==> config.mk <==
export PLATFORM = sky130hd
export DESIGN_NAME = rc_resistance_calc
export DESIGN_NICKNAME = d
export VERILOG_FILES = /design/src/rtl/rc_tdc_pkg.sv /design/src/rtl/rc_seq_divider.sv /design/src/rtl/rc_resistance_calc.sv
export SDC_FILE = /design/constraint.sdc
export NUM_CORES = 1
export LEC_CHECK = 0
export BUFFER_PORTS_ARGS = -buffer_cell sky130_fd_sc_hd__buf_2
export CORE_MARGIN = 2
export CORE_UTILIZATION = 23
export CTS_BUF_LIST = sky130_fd_sc_hd__clkbuf_8 sky130_fd_sc_hd__clkbuf_16
export DETAILED_ROUTE_END_ITERATION = 7
export HOLD_SLACK_MARGIN = 0.15
export REMOVE_ABC_BUFFERS = 1
export SETUP_SLACK_MARGIN = 0.3
export SLEW_MARGIN = 30
export SYNTH_ARGS = -nofsm -noshare
export SYNTH_HDL_FRONTEND = slang
export SYNTH_SLANG_ARGS = --single-unit
==> constraint.sdc <==
create_clock -name clk -period 3.08 [get_ports clk]
set_clock_uncertainty 0.2 [all_clocks]
set_input_delay 0.308 -clock clk [delete_from_list [all_inputs] [get_ports clk]]
set_output_delay 0.308 -clock clk [all_outputs]
set_load 0.05 [all_outputs]
==> src/rtl/rc_tdc_pkg.sv <==
// Shared constants and FSM state type for the RC resistance measurement path.
package rc_tdc_pkg;

  localparam int RC_CAP_PF   = 100;
  localparam int RC_LN2_X100 = 69;
  localparam int RC_DIVISOR  = RC_CAP_PF * RC_LN2_X100;
  localparam int RC_CNT_W    = 24;

  typedef enum logic [1:0] {
    IDLE   = 2'd0,
    DIVIDE = 2'd1,
    DONE   = 2'd2
  } rc_state_e;

endpackage

==> src/rtl/rc_seq_divider.sv <==
// Restoring shift-subtract divider by a constant, one quotient bit per cycle.
// The first bit is resolved on the start edge itself, so the quotient is
// complete CNT_W edges after start and done pulses in that cycle.
module rc_seq_divider #(
  parameter int DIVISOR = 6900,
  parameter int CNT_W   = 24
) (
  input  logic             clk,
  input  logic             reset,
  input  logic             start,
  input  logic [CNT_W-1:0] dividend,
  output logic [CNT_W-1:0] quotient,
  output logic             done
);

  localparam int CW = $clog2(CNT_W + 1);
  localparam logic [CNT_W:0] DIV_V = (CNT_W + 1)'(DIVISOR);

  logic [CNT_W-1:0] rem_q, quo_q, src_rem, src_quo, rem_nxt, quo_nxt;
  logic [CNT_W:0]   shifted, diff;
  logic             fits;
  logic [CW-1:0]    cnt_q;
  logic             running_q;

  // One restoring step, taken from the fresh operand on start or the running state otherwise.
  always_comb begin
    src_rem = start ? '0 : rem_q;
    src_quo = start ? dividend : quo_q;
    shifted = {src_rem, src_quo[CNT_W-1]};
    diff    = shifted - DIV_V;
    fits    = (shifted >= DIV_V);
    rem_nxt = fits ? diff[CNT_W-1:0] : shifted[CNT_W-1:0];
    quo_nxt = {src_quo[CNT_W-2:0], fits};
  end

  // Iteration registers with a down-counter marking the last step.
  always_ff @(posedge clk or posedge reset) begin
    if (reset) begin
      rem_q     <= '0;
      quo_q     <= '0;
      cnt_q     <= '0;
      running_q <= 1'b0;
      done      <= 1'b0;
    end else begin
      done <= 1'b0;
      if (start) begin
        rem_q     <= rem_nxt;
        quo_q     <= quo_nxt;
        cnt_q     <= CW'(CNT_W - 1);
        running_q <= 1'b1;
      end else if (running_q) begin
        rem_q <= rem_nxt;
        quo_q <= quo_nxt;
        cnt_q <= cnt_q - 1'b1;
        if (cnt_q == CW'(1)) begin
          running_q <= 1'b0;
          done      <= 1'b1;
        end
      end
    end
  end

  assign quotient = quo_q;

endmodule

==> src/rtl/rc_resistance_calc.sv <==
// Converts a raw RC charge-time count into an 8-bit saturated resistance code.
// Optional macro RC_AVG_EN: output a 4-sample moving average instead of the
// single result (one extra cycle of latency, first output after 4 samples).
module rc_resistance_calc
  import rc_tdc_pkg::*;
#(
  parameter int DIVISOR = RC_DIVISOR,
  parameter int CNT_W   = RC_CNT_W
) (
  input  logic             clk,
  input  logic             reset,
  input  logic [CNT_W-1:0] count_in,
  input  logic             count_valid,
  input  logic             overflow_in,
  output logic             busy,
  output logic [7:0]       res_out,
  output logic             res_valid,
  output logic             res_sat
);

  rc_state_e        state_q, state_d;
  logic             div_start, div_done;
  logic [CNT_W-1:0] quo;
  logic             load_evt;
  logic [7:0]       new_res;
  logic             new_sat;

  rc_seq_divider #(.DIVISOR(DIVISOR), .CNT_W(CNT_W)) u_div (
    .clk      (clk),
    .reset    (reset),
    .start    (div_start),
    .dividend (count_in),
    .quotient (quo),
    .done     (div_done)
  );

  // State register.
  always_ff @(posedge clk or posedge reset) begin
    if (reset) state_q <= IDLE;
    else       state_q <= state_d;
  end

  // Next state, divider start and result-load strobe; a result is loaded on the
  // edge entering DONE, so it is visible together with res_valid in DONE.
  always_comb begin
    state_d   = state_q;
    div_start = 1'b0;
    load_evt  = 1'b0;
    case (state_q)
      IDLE: begin
        if (count_valid) begin
          if (overflow_in) begin
            state_d  = DONE;
            load_evt = 1'b1;
          end else begin
            state_d   = DIVIDE;
            div_start = 1'b1;
          end
        end
      end
      DIVIDE: begin
        if (div_done) begin
          state_d  = DONE;
          load_evt = 1'b1;
        end
      end
      DONE:    state_d = IDLE;
      default: state_d = IDLE;
    endcase
  end

  // Saturated single-sample result; a load from IDLE is always the overflow path.
  always_comb begin
    new_sat = (state_q == IDLE) || (|quo[CNT_W-1:8]);
    new_res = new_sat ? 8'hFF : quo[7:0];
  end

  assign busy = (state_q != IDLE);

`ifdef RC_AVG_EN
  logic [3:0][7:0] hist_res_q;
  logic [3:0]      hist_sat_q;
  logic [2:0]      fill_q;
  logic            avg_pend_q;
  logic [9:0]      sum;

  assign sum = 10'(hist_res_q[0]) + 10'(hist_res_q[1]) + 10'(hist_res_q[2]) + 10'(hist_res_q[3]);

  // Sample history and fill count; averaging runs the cycle after a sample lands.
  always_ff @(posedge clk or posedge reset) begin
    if (reset) begin
      hist_res_q <= '0;
      hist_sat_q <= '0;
      fill_q     <= '0;
      avg_pend_q <= 1'b0;
    end else begin
      avg_pend_q <= load_evt;
      if (load_evt) begin
        hist_res_q <= {hist_res_q[2:0], new_res};
        hist_sat_q <= {hist_sat_q[2:0], new_sat};
        if (fill_q != 3'd4) fill_q <= fill_q + 3'd1;
      end
    end
  end

  // Averaged output, withheld until the window holds four samples.
  always_ff @(posedge clk or posedge reset) begin
    if (reset) begin
      res_valid <= 1'b0;
      res_out   <= '0;
      res_sat   <= 1'b0;
    end else begin
      res_valid <= avg_pend_q && (fill_q == 3'd4);
      if (avg_pend_q && (fill_q == 3'd4)) begin
        res_out <= sum[9:2];
        res_sat <= |hist_sat_q;
      end
    end
  end
`else
  // Output registers hold the last result between strobes.
  always_ff @(posedge clk or posedge reset) begin
    if (reset) begin
      res_valid <= 1'b0;
      res_out   <= '0;
      res_sat   <= 1'b0;
    end else begin
      res_valid <= load_evt;
      if (load_evt) begin
        res_out <= new_res;
        res_sat <= new_sat;
      end
    end
  end
`endif

endmodule

==> flow_summary_export.csv <==
group,metric,value,unit
run_status,status,"finished, final reports clean",
grt,grt_pass1_vias,2899,
worst_setup_path,crit_family,"simple AND/OR/NAND/NOR gates",
routing,route.met3.wl,235,µm
worst_setup_path,regToRegStartpoint,"state_q[0]$_DFFE_PP0P_",
timing,tns,0,ps
pwr,p_leak,1.97,nW
clocking,cts_sinks,67,
floorplanning,die-area,0.0165,mm²
worst_setup_path,rrSetupSlack,270,ps
clocking,cts_made_buffers,9,
logic_synthesis,synth_area,0.00355,mm²
pwr,combPwrFrac,0.404,
grt,grt_max_degree,56,
worst_setup_path,start_kind,"flop",
pwr,p_per_area,993,mW/mm²
placement,hpwl,5.22,mm
finish,fin_util,0.306,
timing,finalHoldViolCount,0,
floorplanning,die_x,128,µm
clocking,path_clk_slew,60,ps
timing,period_share,0.911,
logic_synthesis,syn_area_per_cell,10.1,µm²
floorplanning,fp.coreArea,0.0151,mm²
grt,grtUsageTotal,0.106,
routing,antenna_left,0,
run,cap_violations,0,
worst_setup_path,r2r_cells,10,
pwr,switchingPower,1.82,mW
pwr,p_seq_frac,0.370,
routing,routed_wl,8.33,mm
worst_setup_path,r2r-end,"u_div.rem_q[10]$_DFFE_PP0P_",
worst_hold_path,worstHoldEndpoint,"state_q[0]$_DFFE_PP0P_",
logic_synthesis,synth-main-ff-cell,"dfrtp_1",
finish,n_antenna_cell,0,
pwr,clkPwrFrac,0.226,
worst_hold_path,holdPathStages,1,
finish,drive_gt1_frac,0.234,
logic_synthesis,ys_types,56,
grt,grt_remaining_overflow,0,
placement,place_ws,47.3,ps
floorplanning,die_h,128,µm
worst_setup_path,critPathMaxStageDelay,540,ps
pwr,internal-power,2.78,mW
timing,finalMaxSlewViolations,0,
worst_setup_path,crit_path_top_delay_cell,"or4b_4",
floorplanning,initial_core_util,0.235,
routing,drt_iter0_markers,123,
timing,fin_crit,2810,ps
routing,routed_via_density,4.72,
logic_synthesis,synth-edff-count,0,
routing,firstDrtPassIters,4,
worst_setup_path,worstSetupEndpointType,"flop",
logic_synthesis,ys_seq_area_frac,0.472,
timing,fmax,356,MHz
worst_setup_path,path_buf_inv,1,
logic_synthesis,synth_seq_cells,67,
timing,worst_slew_pin_slew,745,ps
clocking,clk_path_buf_depth,2,
routing,met1_length,4.09,mm
logic_synthesis,synth_top_area_cell,"dfrtp_1",
worst_hold_path,min_from,"u_div.done$_DFF_PP0_",
finish,nFillCells,1516,
floorplanning,rows,45,
floorplanning,io_pins,39,
worst_setup_path,cp_cell_sequence,"or4b_4, nand2_2, inv_2, ha_4, nor3b_4, and4_4, o41a_1, o21ai_1, xor2_1, a21oi_1",
routing,wl_met2,3.92,mm
clocking,cts_tree,"built",
worst_setup_path,cp_data_arrival_time,2790,ps
routing,vias,2900,
timing,fin_ws,273,ps
timing,rsz0062_at_grt,"yes",
placement,place.gp.congestion,0.860,
logic_synthesis,yosysWarnings,0,
logic_synthesis,async_reset_ff_frac,1.00,
worst_setup_path,crit_fanout,6,
timing,max-slew-margin-rel,0.503,
worst_setup_path,cp.required,3070,ps
clocking,worstSkewPairLatency,330,ps
finish,num-nets-final,454,
worst_setup_path,crit_type,"reg2reg",
pwr,p_sw_frac,0.396,
logic_synthesis,synth_top_area_share,0.472,
grt,antenna_found_initial,0,
pwr,vdd_ir_drop_max,0.000392,V
routing,top_layer,"met4",
clocking,h-tree-depth,3,
logic_synthesis,synthCells,353,
finish,area_growth,30.5,%
routing,avgRoutedWirePerCell,13.6,µm
routing,drc,0,
finish,final_cells,615,
timing,setup_viol,0,
clocking,cts_root_buf,"clkbuf_16",
worst_hold_path,hp-class,"reg2reg",
logic_synthesis,netlist_top_cells_area,"dfrtp_1, mux2i_1, o21ai_0, nand2_1, xnor2_1",
grt,grt_pass1_wl,14.3,mm
placement,dpl.cell_count,567,
timing,holdWs,272,ps
placement,io_buffer_count,38,
==> synth_stat cells, types with 4 or more instances <==
cell,instances
o22a_1,8
nor3_1,5
a21oi_2,7
mux2i_1,26
nand2_1,40
inv_1,6
dfrtp_1,67
xnor2_1,16
o21ai_0,50
nor2_1,10
xor2_1,7
nor4_1,5
a21oi_1,25
o21ai_1,4
clkbuf_1,16
ha_1,4
==> cell usage in the layout, fill, tap and decap left out, types with 9 or more instances in the layout <==
cell	count
buf_4	15
nand2_1	39
dfrtp_1	66
buf_2	38
mux2i_1	26
o21ai_0	50
xnor2_1	16
dlygate4sd3_1	27
nor2_1	10
a21oi_1	25
clkbuf_16	9
==> state kept, by name, summed over array words and instances, names as in the netlist <==
register and cells:
u_div.quotient 24, state_q 2, res_out 8, res_valid 1, u_div.rem_q 24, u_div.done 1, res_sat 1, u_div.running_q 1
u_div.cnt_q 5
==> how the worst max path moves through the flow <==
stage                                       from                           to  slack, ps  cells past startpoint
final                     state_q[0]$_DFFE_PP0P_  u_div.rem_q[10]$_DFFE_PP0P_        270                     10
after global routing      state_q[0]$_DFFE_PP0P_  u_div.rem_q[10]$_DFFE_PP0P_        170                     10
after CTS                 state_q[0]$_DFFE_PP0P_  u_div.rem_q[10]$_DFFE_PP0P_        280                     10
after detailed placement             overflow_in  u_div.rem_q[10]$_DFFE_PP0P_         50                     11
after global placement               overflow_in  u_div.rem_q[10]$_DFFE_PP0P_        120                     11
after floorplan           state_q[1]$_DFFE_PP0P_  u_div.rem_q[14]$_DFFE_PP0P_       -840                     10
==> stage by stage <==
| step | total power [mW] | cell area [µm²] |
|---|---|---|
| 5_1_grt | 4.96 | 4630 |
| 4_1_cts | 4.57 | 4590 |
| 3_5_place_dp | 3.43 | 3970 |
| 6_report | 4.60 | 4630 |
| 3_3_place_gp | 3.36 | 3970 |
| 2_1_floorplan | 2.99 | 3450 |
==> worst register-to-register path, stage by stage (launching register included) <==
cell and delay (ps):
dfrtp_1 380, or4b_4 540, nand2_2 90, inv_2 50, ha_4 140, nor3b_4 140
and4_4 220, o41a_1 430, o21ai_1 210, xor2_1 170, a21oi_1 90
==> layout make-up <==
class / instances / area (µm²) / share of cell area
clock inverter: 6 / 63.8 / 0.0138
timing repair buffer: 81 / 593 / 0.128
clock buffer: 10 / 239 / 0.0516
sequential: 67 / 1680 / 0.362
multi-input combinational: 257 / 1800 / 0.389
inverter: 6 / 22.5 / 0.00486
tap: 188 / 235 / 0.0508
==> what timing repair did <==
action,4_1_cts,5_1_grt
cloned,0,0
buffers inserted,2,3
gates resized for setup,9,2
endpoints found under the setup margin,20,20
pin swaps,7,2
endpoints found under the hold margin,58,0
hold buffers,27,0
==> metal layers <==
metal,vias to the layer above,GRT usage
li1,1412,-
met1,1424,0.143
met2,53,0.170
met3,11,0.0242
met4,0,0.0291
met5,-,0
==> cell families after synthesis <==
logic type | Yosys count | share of synthesized area
buf+inv | 29 | 0.0359
flops | 67 | 0.472
simple gates | 90 | 0.143
fa+ha+maj | 4 | 0.0141
compound gates | 114 | 0.205
mux | 26 | 0.0733
xor+xnor | 23 | 0.0567
==> power by group through the flow <==
stage | clock network [mW] | registers, mW | logic (mW)
3_3_place_gp | 0 | 1.67 | 1.69
4_1_cts | 1.06 | 1.69 | 1.82
5_1_grt | 1.11 | 1.76 | 2.09
3_5_place_dp | 0 | 1.69 | 1.74
6_report | 1.04 | 1.70 | 1.86
2_1_floorplan | 0 | 1.71 | 1.29
(Power assumes the default switching activity.)
